## config.mk

```make
export PLATFORM = sky130hd
export DESIGN_NAME = encode
export DESIGN_NICKNAME = d
export VERILOG_FILES = /design/src/rtl/kyber_pkg.sv /design/src/rtl/encode_compact.sv /design/src/rtl/encode.sv
export SDC_FILE = /design/constraint.sdc
export NUM_CORES = 1
export LEC_CHECK = 0
export ABC_AREA = 1
export CAP_MARGIN = 20
export CORE_ASPECT_RATIO = 0.7
export CORE_UTILIZATION = 30
export CTS_CLUSTER_DIAMETER = 50
export CTS_CLUSTER_SIZE = 24
export DETAILED_ROUTE_END_ITERATION = 10
export PLACE_DENSITY_LB_ADDON = 0.3
export SLEW_MARGIN = 10
export SYNTH_ARGS = -nofsm -noshare
export SYNTH_HDL_FRONTEND = slang
export SYNTH_HIERARCHICAL = 1
export SYNTH_SLANG_ARGS = --single-unit
```

## constraint.sdc

```tcl
create_clock -name i_clk -period 4.1 [get_ports i_clk]
set_input_delay 0.615 -clock i_clk [delete_from_list [all_inputs] [get_ports i_clk]]
set_output_delay 0.615 -clock i_clk [all_outputs]
set_load 0.01 [all_outputs]
```

## src/rtl/kyber_pkg.sv

```systemverilog
// Shared Kyber constants: polynomial geometry, i_l-to-d width mapping and the
// encode/decode FSM state encoding.
package kyber_pkg;

  localparam int N               = 256;
  localparam int COEFF_W         = 12;
  localparam int COEFFS_PER_BEAT = 4;
  localparam int BEATS           = N / COEFFS_PER_BEAT;
  localparam int BEAT_W          = COEFF_W * COEFFS_PER_BEAT;
  localparam int WORD_W          = 64;
  localparam int BUF_W           = 112;
  localparam int CNT_W           = 7;

  typedef enum logic [1:0] {
    L_D12 = 2'b00,
    L_D11 = 2'b01,
    L_D10 = 2'b10,
    L_D4  = 2'b11
  } l_sel_e;

  typedef enum logic [1:0] {
    ST_IDLE = 2'd0,
    ST_PACK = 2'd1,
    ST_DONE = 2'd2
  } state_e;

  function automatic logic [3:0] l_to_d(input logic [1:0] l);
    case (l)
      L_D12:   return 4'd12;
      L_D11:   return 4'd11;
      L_D10:   return 4'd10;
      default: return 4'd4;
    endcase
  endfunction

  // Number of stream bits one input beat contributes (4 coefficients x d).
  function automatic logic [CNT_W-1:0] beat_bits(input logic [1:0] l);
    return {1'b0, l_to_d(l), 2'b00};
  endfunction

endpackage

```

## src/rtl/encode_compact.sv

```systemverilog
// Squeezes four 12-bit coefficients into one contiguous 4d-bit field, dropping
// each coefficient's bits above d. Upper field bits are always zero.
module encode_compact
  import kyber_pkg::*;
(
  input  logic [BEAT_W-1:0] i_coeffs,
  input  logic [1:0]        i_l,
  output logic [BEAT_W-1:0] o_field
);

  logic [COEFF_W-1:0] w_c0, w_c1, w_c2, w_c3;

  assign w_c0 = i_coeffs[11:0];
  assign w_c1 = i_coeffs[23:12];
  assign w_c2 = i_coeffs[35:24];
  assign w_c3 = i_coeffs[47:36];

  always_comb begin
    o_field = '0;
    case (i_l)
      L_D12:   o_field = {w_c3, w_c2, w_c1, w_c0};
      L_D11:   o_field = {4'd0, w_c3[10:0], w_c2[10:0], w_c1[10:0], w_c0[10:0]};
      L_D10:   o_field = {8'd0, w_c3[9:0], w_c2[9:0], w_c1[9:0], w_c0[9:0]};
      default: o_field = {32'd0, w_c3[3:0], w_c2[3:0], w_c1[3:0], w_c0[3:0]};
    endcase
  end

endmodule

```

## src/rtl/encode.sv

```systemverilog
// ByteEncode_d: packs one 256-coefficient polynomial (64 beats of 4 coeffs)
// into an LSB-first stream of 64-bit words through a 112-bit bit buffer.
module encode
  import kyber_pkg::*;
(
  input  logic                i_clk,
  input  logic                i_rst,
  input  logic [BEAT_W-1:0]   i_coeffs,
  input  logic                i_coeffs_valid,
  output logic                o_coeffs_ready,
  input  logic [1:0]          i_l,
  output logic [WORD_W-1:0]   o_obytes,
  output logic                o_obytes_valid,
  input  logic                i_obytes_ready,
  output logic                o_done
);

  // Handshakes: a beat moves when i_coeffs_valid && o_coeffs_ready, a word
  // when o_obytes_valid && i_obytes_ready; a stalled word never changes.
  state_e             r_state;
  state_e             w_state_nxt;
  logic [1:0]         r_l;
  logic [CNT_W-1:0]   r_cnt;
  logic [CNT_W-1:0]   r_beats;
  logic [BUF_W-1:0]   r_buf;
  logic               r_valid;

  logic [1:0]         w_l_eff;
  logic [BEAT_W-1:0]  w_field;
  logic               w_ready;
  logic               w_in_fire;
  logic               w_out_fire;
  logic [CNT_W-1:0]   w_cnt_nxt;
  logic [BUF_W-1:0]   w_buf_nxt;

  // The width is taken live from i_l only for the beat that opens a polynomial.
  assign w_l_eff = (r_state == ST_IDLE) ? i_l : r_l;

  encode_compact u_compact (
    .i_coeffs (i_coeffs),
    .i_l      (w_l_eff),
    .o_field  (w_field)
  );

  // Ready depends only on registered state so downstream stalls never ripple back.
  always_comb begin
    w_ready = 1'b0;
    case (r_state)
      ST_IDLE: w_ready = 1'b1;
      ST_PACK: w_ready = (r_beats < CNT_W'(BEATS)) && !r_cnt[6];
      default: w_ready = 1'b0;
    endcase
  end

  assign o_coeffs_ready = w_ready & ~i_rst;
  assign w_in_fire      = i_coeffs_valid & o_coeffs_ready;
  assign w_out_fire     = r_valid & i_obytes_ready;

  // Drain first, then append at the post-drain fill level; bits above cnt stay zero.
  always_comb begin
    w_buf_nxt = r_buf;
    w_cnt_nxt = r_cnt;
    if (w_out_fire) begin
      w_buf_nxt = {{WORD_W{1'b0}}, r_buf[BUF_W-1:WORD_W]};
      w_cnt_nxt = r_cnt - CNT_W'(WORD_W);
    end
    if (w_in_fire) begin
      w_buf_nxt = w_buf_nxt | (BUF_W'(w_field) << w_cnt_nxt);
      w_cnt_nxt = w_cnt_nxt + beat_bits(w_l_eff);
    end
  end

  always_comb begin
    w_state_nxt = r_state;
    case (r_state)
      ST_IDLE: if (w_in_fire) w_state_nxt = ST_PACK;
      ST_PACK: begin
        if (w_out_fire && (r_beats == CNT_W'(BEATS)) && (w_cnt_nxt == '0))
          w_state_nxt = ST_DONE;
      end
      ST_DONE: w_state_nxt = ST_IDLE;
      default: w_state_nxt = ST_IDLE;
    endcase
  end

  always_ff @(posedge i_clk or posedge i_rst) begin
    if (i_rst) begin
      r_state <= ST_IDLE;
      r_l     <= L_D12;
      r_cnt   <= '0;
      r_beats <= '0;
      r_buf   <= '0;
      r_valid <= 1'b0;
    end else begin
      r_state <= w_state_nxt;
      r_cnt   <= w_cnt_nxt;
      r_buf   <= w_buf_nxt;
      r_valid <= w_cnt_nxt[6];
      if (r_state == ST_IDLE && w_in_fire) begin
        r_l     <= i_l;
        r_beats <= CNT_W'(1);
      end else if (r_state == ST_DONE) begin
        r_beats <= '0;
      end else if (w_in_fire) begin
        r_beats <= r_beats + CNT_W'(1);
      end
    end
  end

  assign o_obytes       = r_buf[WORD_W-1:0];
  assign o_obytes_valid = r_valid;
  assign o_done         = (r_state == ST_DONE);

endmodule

```

==> results summary, run 1 <==
After routing the design area is 11200 sq um. The synthesized netlist net count is 1553. The cell leakage power is 0.00536 uW. The cell area after technology mapping came out at 9550 sq um.

The final layout net count is 1564. The clock tree root buffer cell is sky130_fd_sc_hd__clkbuf_16. The aggregate global routing overflow came out at 0. The kind of cell with the highest combined delay on the critical path is simple AND/OR/NAND/NOR gates.

For this run, the slowest stage of the critical path takes 0.55 ns. The number of violations of the max-capacitance limit came out at 0. The number of DRC violations after detailed routing came out at 0.

The worst slack at placement is 0.470 ns. After detailed placement, the total cell area comes to 10600 sq um. The worst path needs 3.44 ns of the cycle, external delays included.

The most numerous cell type found on the critical path is sky130_fd_sc_hd__nand2_1. STA classifies the critical path startpoint as a flop. The register bit total from synthesis came out at 128. The maximum frequency from static timing analysis came out at 291 MHz. Post-CTS timing repair inserted 0 buffers for setup. The number of unique standard cell types used by synthesis is 37.

The via count of the first global-routing pass is 8990. The power density over the cells came out at 971 nW/um^2. The finished layout holds 1934 standard cells, fillers aside.

The largest buffer count on any clock path is 2. The total detailed-routing wirelength is 36500 microns. The weighted congestion reported at the end of routability-driven placement came out at 1.04.

The number of warnings issued by yosys is 6. The data arrival at the endpoint of the critical path is 3.82 ns. The average footprint of a synthesized cell is 6.41 sq um.

The clock reaches the later pin of the worst-skew pair after 0.44 ns. In this run the worst hold path is classified as flop to flop. The setup total negative slack is 0 ns.

The final count of pins violating max slew was 0. Together, buffers and inverters on the worst path number 2. The via-per-instance ratio is 5.15. The worst path required time is 4.48 ns.

The share of post-route cells with drive strength above 1 came out at 0.0582. The total clock buffers created by CTS is 17. The worst setup path is captured at a flop.

In the finished design, the share of the clock period the worst path needs comes to 0.840. Setup repair after global routing left no endpoint under its margin. The final-report hold violation count came out at 0. The placement row count came out at 54. By area the synthesized netlist is led by sky130_fd_sc_hd__dfrtp_1 (34%), sky130_fd_sc_hd__nand2_1 (26%), sky130_fd_sc_hd__nand3_1 (14%), sky130_fd_sc_hd__buf_4 (6.1%), sky130_fd_sc_hd__o21ai_0 (2.7%). The share of the synthesized area in the top cell type came out at 0.336. The core region is 31200 sq um. The number of port buffers came out at 120. The chip width came out at 215 microns. Walking the worst path, the cells encountered are nor2_1, nand2_1, o21ai_1, inv_1, buf_4, nor2_4, nand2_1, nand3_1, nand2_1, and2_1, nand2_1, nand2_1, o21ai_0, nand2_1, nand2_1, nand2_1, nand2_1. The die covers 32500 sq um. The remaining antenna violation count came out at 0.

Setup violations remaining at the end of the flow were counted as 0. The half-perimeter wire length after detailed placement came out at 26900 microns. The sequential fraction of the synthesis area is 0.336. The count of H-tree levels built during CTS came out at 4. On the critical path, the stage with the largest delay is an instance of sky130_fd_sc_hd__o21ai_0.

The setup skew after layout came out at 0.00930 ns. The initial standard-cell utilization of the core is 0.306. The flow ran to the end, and the final reports show no timing, DRC or antenna violations. The DRC marker count from the first detailed-route iteration came out at 1255. The cell count after placement is 1901. In this run the worst path has a maximum fanout of 25. The cell count after synthesis came out at 1489.

The via count of the routed design is 9952. The total routing usage reported by global routing is 0.228. The maximum number of pins on one net before global-route repair came out at 61.

The max-slew headroom at the worst pin is 0.407. The number of top-level pins is 121. The CTS sink count came out at 128. The number of gates resized after cts is 0.

The worst setup path is of the flop to flop kind. The area growth from synthesis to final layout came out at 17.3%. The wire length of the first global-routing pass came out at 56000 microns. The post-layout worst setup margin is 0.658 ns.

The initial antenna violation count is 2. After clock tree synthesis, the clock-pin slew on the worst setup and hold paths is 0.07 ns. For the pin with the worst max-slew slack, the measured transition is 0.889 ns.

The count of hold-fix buffers inserted at cts came out at 0. TritonCTS built the clock tree. The peak ir drop on the vdd network came out at 0.000400 V. The largest area contributor in the synthesized netlist is sky130_fd_sc_hd__dfrtp_1.

The average wire length per cell after detail routing came out at 18.9 microns. Measured along the y axis, the die boundary spans 151 microns. The count of TritonRoute iterations in the first routing pass is 6.
flip-flops by register name (all words and copies together) (netlist names):
signal / flops
r_beats: 7
r_l: 2
r_state: 2
r_cnt: 5
r_buf: 112
power by group:
| group | internal, uW | switching [uW] |
|---|---|---|
| logic | 2280 | 4720 |
| clock network | 965 | 630 |
| registers | 1860 | 420 |
| total | 5100 | 5770 |
cells in the mapped netlist (all sizes together):
cell type / count
a21oi: 17
ha: 9
o22ai: 2
o31ai: 1
o21ai: 56
a22oi: 18
nor3: 2
buf: 120
inv: 61
nand2: 653
clkinv: 1
nand3b: 1
nand3: 263
a21boi: 2
dfrtp: 128
nor2: 51
nand4: 29
clkbuf: 38
and2: 10
fa: 1
a31oi: 1
o211ai: 17
or2: 8
stage by stage:
step           power, uW  hold slack, ns   util
3_3_place_gp        9080           0.462  0.339
2_1_floorplan       6950           0.449      -
4_1_cts            10700           0.482  0.359
5_1_grt            11700           0.494  0.359
6_report           10900           0.481  0.359
3_5_place_dp        9070           0.465  0.339
metal layers:
metal | global-route usage | vias up | share of wire
li1 | - | 4805 | -
met1 | 0.340 | 4661 | 0.49
met2 | 0.316 | 448 | 0.40
met3 | 0.0647 | 38 | 0.098
met4 | 0.0557 | 0 | 0.015
met5 | 0 | - | 0
worst register-to-register path: stages (launching register included):
cell                      delay (ns)
sky130_fd_sc_hd__dfrtp_1        0.50
sky130_fd_sc_hd__nor2_1         0.30
sky130_fd_sc_hd__nand2_1        0.08
sky130_fd_sc_hd__o21ai_1        0.16
sky130_fd_sc_hd__inv_1          0.12
sky130_fd_sc_hd__buf_4          0.18
sky130_fd_sc_hd__nor2_4         0.43
sky130_fd_sc_hd__nand2_1        0.11
sky130_fd_sc_hd__nand3_1        0.16
sky130_fd_sc_hd__nand2_1        0.06
sky130_fd_sc_hd__and2_1         0.19
sky130_fd_sc_hd__nand2_1        0.06
sky130_fd_sc_hd__nand2_1        0.15
sky130_fd_sc_hd__o21ai_0        0.55
sky130_fd_sc_hd__nand2_1        0.10
sky130_fd_sc_hd__nand2_1        0.09
sky130_fd_sc_hd__nand2_1        0.08
sky130_fd_sc_hd__nand2_1        0.07
logic make-up after synthesis:
logic type | synth area share
buf+inv | 0.125
compound gates | 0.0713
fa+ha+maj | 0.0139
simple gates | 0.454
flops | 0.336
cells in the final DEF, fill, tap and decap left out, types with 2 or more instances in the layout:
master | synthesis | layout
sky130_fd_sc_hd__nor2_4 | 6 | 6
sky130_fd_sc_hd__dfrtp_1 | 128 | 128
sky130_fd_sc_hd__nand3_1 | 262 | 262
sky130_fd_sc_hd__nor2_1 | 43 | 43
sky130_fd_sc_hd__o21ai_1 | 4 | 5
sky130_fd_sc_hd__or2_2 | 5 | 5
sky130_fd_sc_hd__nand2_1 | 652 | 651
sky130_fd_sc_hd__inv_6 | 0 | 4
sky130_fd_sc_hd__a21boi_0 | 2 | 2
sky130_fd_sc_hd__clkinv_2 | 1 | 3
sky130_fd_sc_hd__o22ai_1 | 2 | 2
sky130_fd_sc_hd__o211ai_1 | 17 | 17
sky130_fd_sc_hd__a22oi_1 | 18 | 18
sky130_fd_sc_hd__nor2_2 | 2 | 2
sky130_fd_sc_hd__inv_1 | 55 | 53
sky130_fd_sc_hd__inv_2 | 6 | 7
sky130_fd_sc_hd__bufinv_16 | 0 | 3
sky130_fd_sc_hd__buf_12 | 0 | 3
sky130_fd_sc_hd__clkbuf_16 | 0 | 17
sky130_fd_sc_hd__a21oi_1 | 17 | 16
sky130_fd_sc_hd__or2_1 | 3 | 3
sky130_fd_sc_hd__nand4_1 | 29 | 29
sky130_fd_sc_hd__o21ai_0 | 51 | 50
sky130_fd_sc_hd__clkinvlp_4 | 0 | 3
sky130_fd_sc_hd__nor3_1 | 2 | 2
sky130_fd_sc_hd__and2_1 | 9 | 9
sky130_fd_sc_hd__clkdlybuf4s50_1 | 0 | 120
sky130_fd_sc_hd__ha_1 | 9 | 9
sky130_fd_sc_hd__buf_4 | 78 | 27
path summary, 6_finish.rpt:
kind	start	to	slack, ns	cells past startpoint
max in group asynchronous	i_rst	r_buf[107]$_DFF_PP0_	2.47	3
worst max-delay path	r_state[0]$_DFFE_PP0P_	r_buf[94]$_DFF_PP0_	0.66	17
min in group asynchronous	i_rst	r_state[1]$_DFFE_PP0P_	0.73	2
worst max register to register	r_state[0]$_DFFE_PP0P_	r_buf[94]$_DFF_PP0_	0.66	17
worst min register to register	r_buf[87]$_DFF_PP0_	r_buf[87]$_DFF_PP0_	0.48	2
worst min-delay path	r_buf[87]$_DFF_PP0_	r_buf[87]$_DFF_PP0_	0.48	2
cell type report:
class / count / area (sq um)
multi-input cells: 1141 / 5160
clock buffers: 18 / 429
diodes: 1 / 2.50
inverters: 62 / 236
well taps: 420 / 526
flip-flops and latches: 128 / 3200
fillers: 3408 / 20000
repair buffers: 150 / 1460
clock inverters: 14 / 178
No activity file was read; power rests on OpenSTA's default activity.
==> inputs of run 2 (changes only) <==
==> constraint.sdc (replaced) <==
create_clock -name i_clk -period 3.1 [get_ports i_clk]
set_input_delay 0.465 -clock i_clk [delete_from_list [all_inputs] [get_ports i_clk]]
set_output_delay 0.465 -clock i_clk [all_outputs]
set_load 0.01 [all_outputs]
==> run 2 against run 1 <==
  * Die area unchanged
  * Register-to-register slack worse by 0.38 ns
  * Largest power group unchanged
  * Critical path type unchanged
  * Critical endpoint is now r_buf[79]$_DFF_PP0_
  * Final cell count up 3.1%
  * Power up 41%
  * Largest cell class unchanged
  * Clock power increased by 29%
==> results summary, run 2 (synthesis results as in run 1) <==
The run finished with clean final reports. The most common cell after layout, fill and taps aside is sky130_fd_sc_hd__nand2_1. The number of port buffers came out at 120.

The area growth from synthesis to final layout is 22.7%. Across the VDD grid, the largest voltage drop is 0.000657 V. The count of TritonRoute iterations in the first routing pass is 5. The chip width came out at 215 microns.

The final setup violation count came out at 0. The post-route non-filler standard cell count is 1994. The worst path required time is 3.43 ns. The placed cell area is 11100 sq um. The cell leakage power came out at 0.00566 uW. The clock transition at the registers of the reported paths came out at 0.06 ns.

The latest clock arrival within the worst-skew pair is 0.44 ns. The remaining antenna violation count is 0. The stage delay of the slowest cell on the critical path is 0.42 ns. The largest registers in the layout are r_buf x112, r_beats x7, r_cnt x5. The total of fill cells in the finished design is 3392. The height of the die came out at 151 microns. The dominant cell type by count on the critical path is sky130_fd_sc_hd__nand2_1.

Walking the worst path, the cells encountered are nor2_2, nand2_1, o21ai_2, inv_1, nand2_2, clkinv_2, buf_4, nand2_1, nand3_1, or2_2, o21ai_0, nand2_1, nand3_1, nand2_1, nand2_1, nand2_1, nand2_1, nand2_1. The register bank with the most flops is r_buf. Setup repair after global routing left no endpoint under its margin. The via count of the first global-routing pass came out at 9482. The half-perimeter wire length after detailed placement is 27500 microns. The launching instance or port of the critical path is r_state[1]$_DFFE_PP0P_.

The DRC marker count from the first detailed-route iteration came out at 1030. The endpoint of the worst register-to-register path is r_buf[79]$_DFF_PP0_. The capturing element of the worst setup path is r_buf[79]$_DFF_PP0_.

The aggregate global routing overflow is 0. The initial standard-cell utilization of the core is 0.306. The via-per-instance ratio came out at 5.09. The depth of the critical timing path with buffers and inverters included is 18.

The number of violations of the max-capacitance limit came out at 0. The total detailed-routing wirelength came out at 36900 microns. The largest fanout on the critical path is 14. The maximum frequency from static timing analysis is 354 MHz. The number of DRC violations after detailed routing came out at 0. The clock tree root buffer cell is sky130_fd_sc_hd__clkbuf_16.

The longest clock path from root to sink contains 2 buffers. The count of hold-fix buffers inserted at cts came out at 0. The max-slew headroom at the worst pin is 0.428. The core region is 31200 sq um.

The number of buffer and inverter stages on the critical path is 3. The post-CTS repair timing setup buffer count is 0. The number of flip-flops in the largest register came out at 112. The die covers 32500 sq um.

The initial antenna violation count is 0. The worst register-to-register path begins at r_state[1]$_DFFE_PP0P_. TritonCTS built the clock tree. For this design the ratio of total power to cell area is 1310 nW/um^2. The final clock period utilization by the worst path is 0.911. For this design, the sink count on the clock tree is 128. The worst setup path is of the flop to flop kind.

In the layout the commonest cells are sky130_fd_sc_hd__nand2_1 (651), sky130_fd_sc_hd__nand3_1 (262), sky130_fd_sc_hd__dfrtp_1 (128). The number of inserted diodes came out at 0. The wire length of the first global-routing pass came out at 56800 microns.

The share of post-route cells with drive strength above 1 is 0.0959. The placement row count is 54. In the final routed layout, each cell accounts on average for 18.5 microns. At the worst endpoint, the arrival time is 3.16 ns. The final layout net count came out at 1625. For this design the top-level I/O count stands at 121. The count of H-tree levels built during CTS came out at 4.

The final count of pins violating max slew came to 0. The total routing usage reported by global routing came out at 0.230. The via count of the routed design came out at 10144.

The cell count after placement is 1961. Across all register-to-register paths, the minimum setup slack is 0.28 ns. The weighted congestion reported at the end of routability-driven placement came out at 0.966. The final-report hold violation count is 0. The setup skew after layout is 0.0104 ns.

The clock period minus final worst setup slack came out at 2.82 ns. The maximum number of pins on one net before global-route repair came out at 72. The post-route standard cell area excluding fillers came out at 11700 sq um.

The worst setup path is launched from a flop. The worst reg-to-reg path cell count came out at 18. The number of gates resized after cts is 0.

The worst setup path is captured at a flop. The kind of cell with the highest combined delay on the critical path is simple AND/OR/NAND/NOR gates. The transition at the pin with the smallest max-transition slack is 0.850 ns. The total clock buffers created by CTS is 17. The worst hold path belongs to the class input port to asynchronous set/reset pin.

The cell type of the slowest stage on the worst timing path is sky130_fd_sc_hd__dfrtp_1.
[run 2: cell count changes in the layout (fill, tap and decap cells not counted), moves of 2 or more]
| cell | delta |
|---|---|
| sky130_fd_sc_hd__buf_12 | +4 |
| sky130_fd_sc_hd__buf_4 | +55 |
| sky130_fd_sc_hd__clkinv_4 | +2 |
| sky130_fd_sc_hd__inv_6 | -3 |
| sky130_fd_sc_hd__nor2_2 | +2 |
[run 2: where the power goes]
part           switching [uW]  internal (uW)  leakage (uW)
Sequential                524           2460       0.00158
Combinational            6460           3800       0.00379
Clock                     789           1280      0.000289
[run 2: per-stage QoR]
step	setup WS [ns]	hold slack [ns]	util	total power, uW	TNS [ns]
6_report	0.275	0.380	0.375	15300	0
4_1_cts	0.105	0.375	0.375	15200	0
3_3_place_gp	-0.110	0.463	0.355	13000	-0.231
3_5_place_dp	-0.0964	0.465	0.355	13000	-0.235
2_1_floorplan	0.261	0.449	-	9190	0
5_1_grt	0.0709	0.389	0.375	16500	0
[run 2: cell type report]
type                    count  area [sq um]  share of cell area
clock buffers              19           443              0.0378
clock inverters            13           163              0.0139
inverters                  62           238              0.0203
multi-input cells        1142          5170               0.442
flip-flops and latches    128          3200               0.273
well taps                 420           526              0.0449
repair buffers            210          1970               0.168
[run 2: how the worst min path moves through the flow]
| stage | slack (ns) | from | end |
|---|---|---|---|
| 4_1_cts | 0.37 | i_rst | r_cnt[2]$_DFF_PP0_ |
| 6_report | 0.38 | i_rst | r_cnt[2]$_DFF_PP0_ |
| 3_5_place_dp | 0.46 | r_buf[76]$_DFF_PP0_ | r_buf[76]$_DFF_PP0_ |
| 2_1_floorplan | 0.45 | r_buf[79]$_DFF_PP0_ | r_buf[79]$_DFF_PP0_ |
| 5_1_grt | 0.39 | i_rst | r_cnt[2]$_DFF_PP0_ |
| 3_3_place_gp | 0.46 | r_buf[110]$_DFF_PP0_ | r_buf[110]$_DFF_PP0_ |
[run 2: per-layer routing]
metal | up-vias | track usage | share of wire
met5 | - | 0 | 0
met4 | 0 | 0.0652 | 0.015
met3 | 37 | 0.0653 | 0.083
met2 | 370 | 0.326 | 0.41
met1 | 4805 | 0.336 | 0.49
li1 | 4932 | - | -
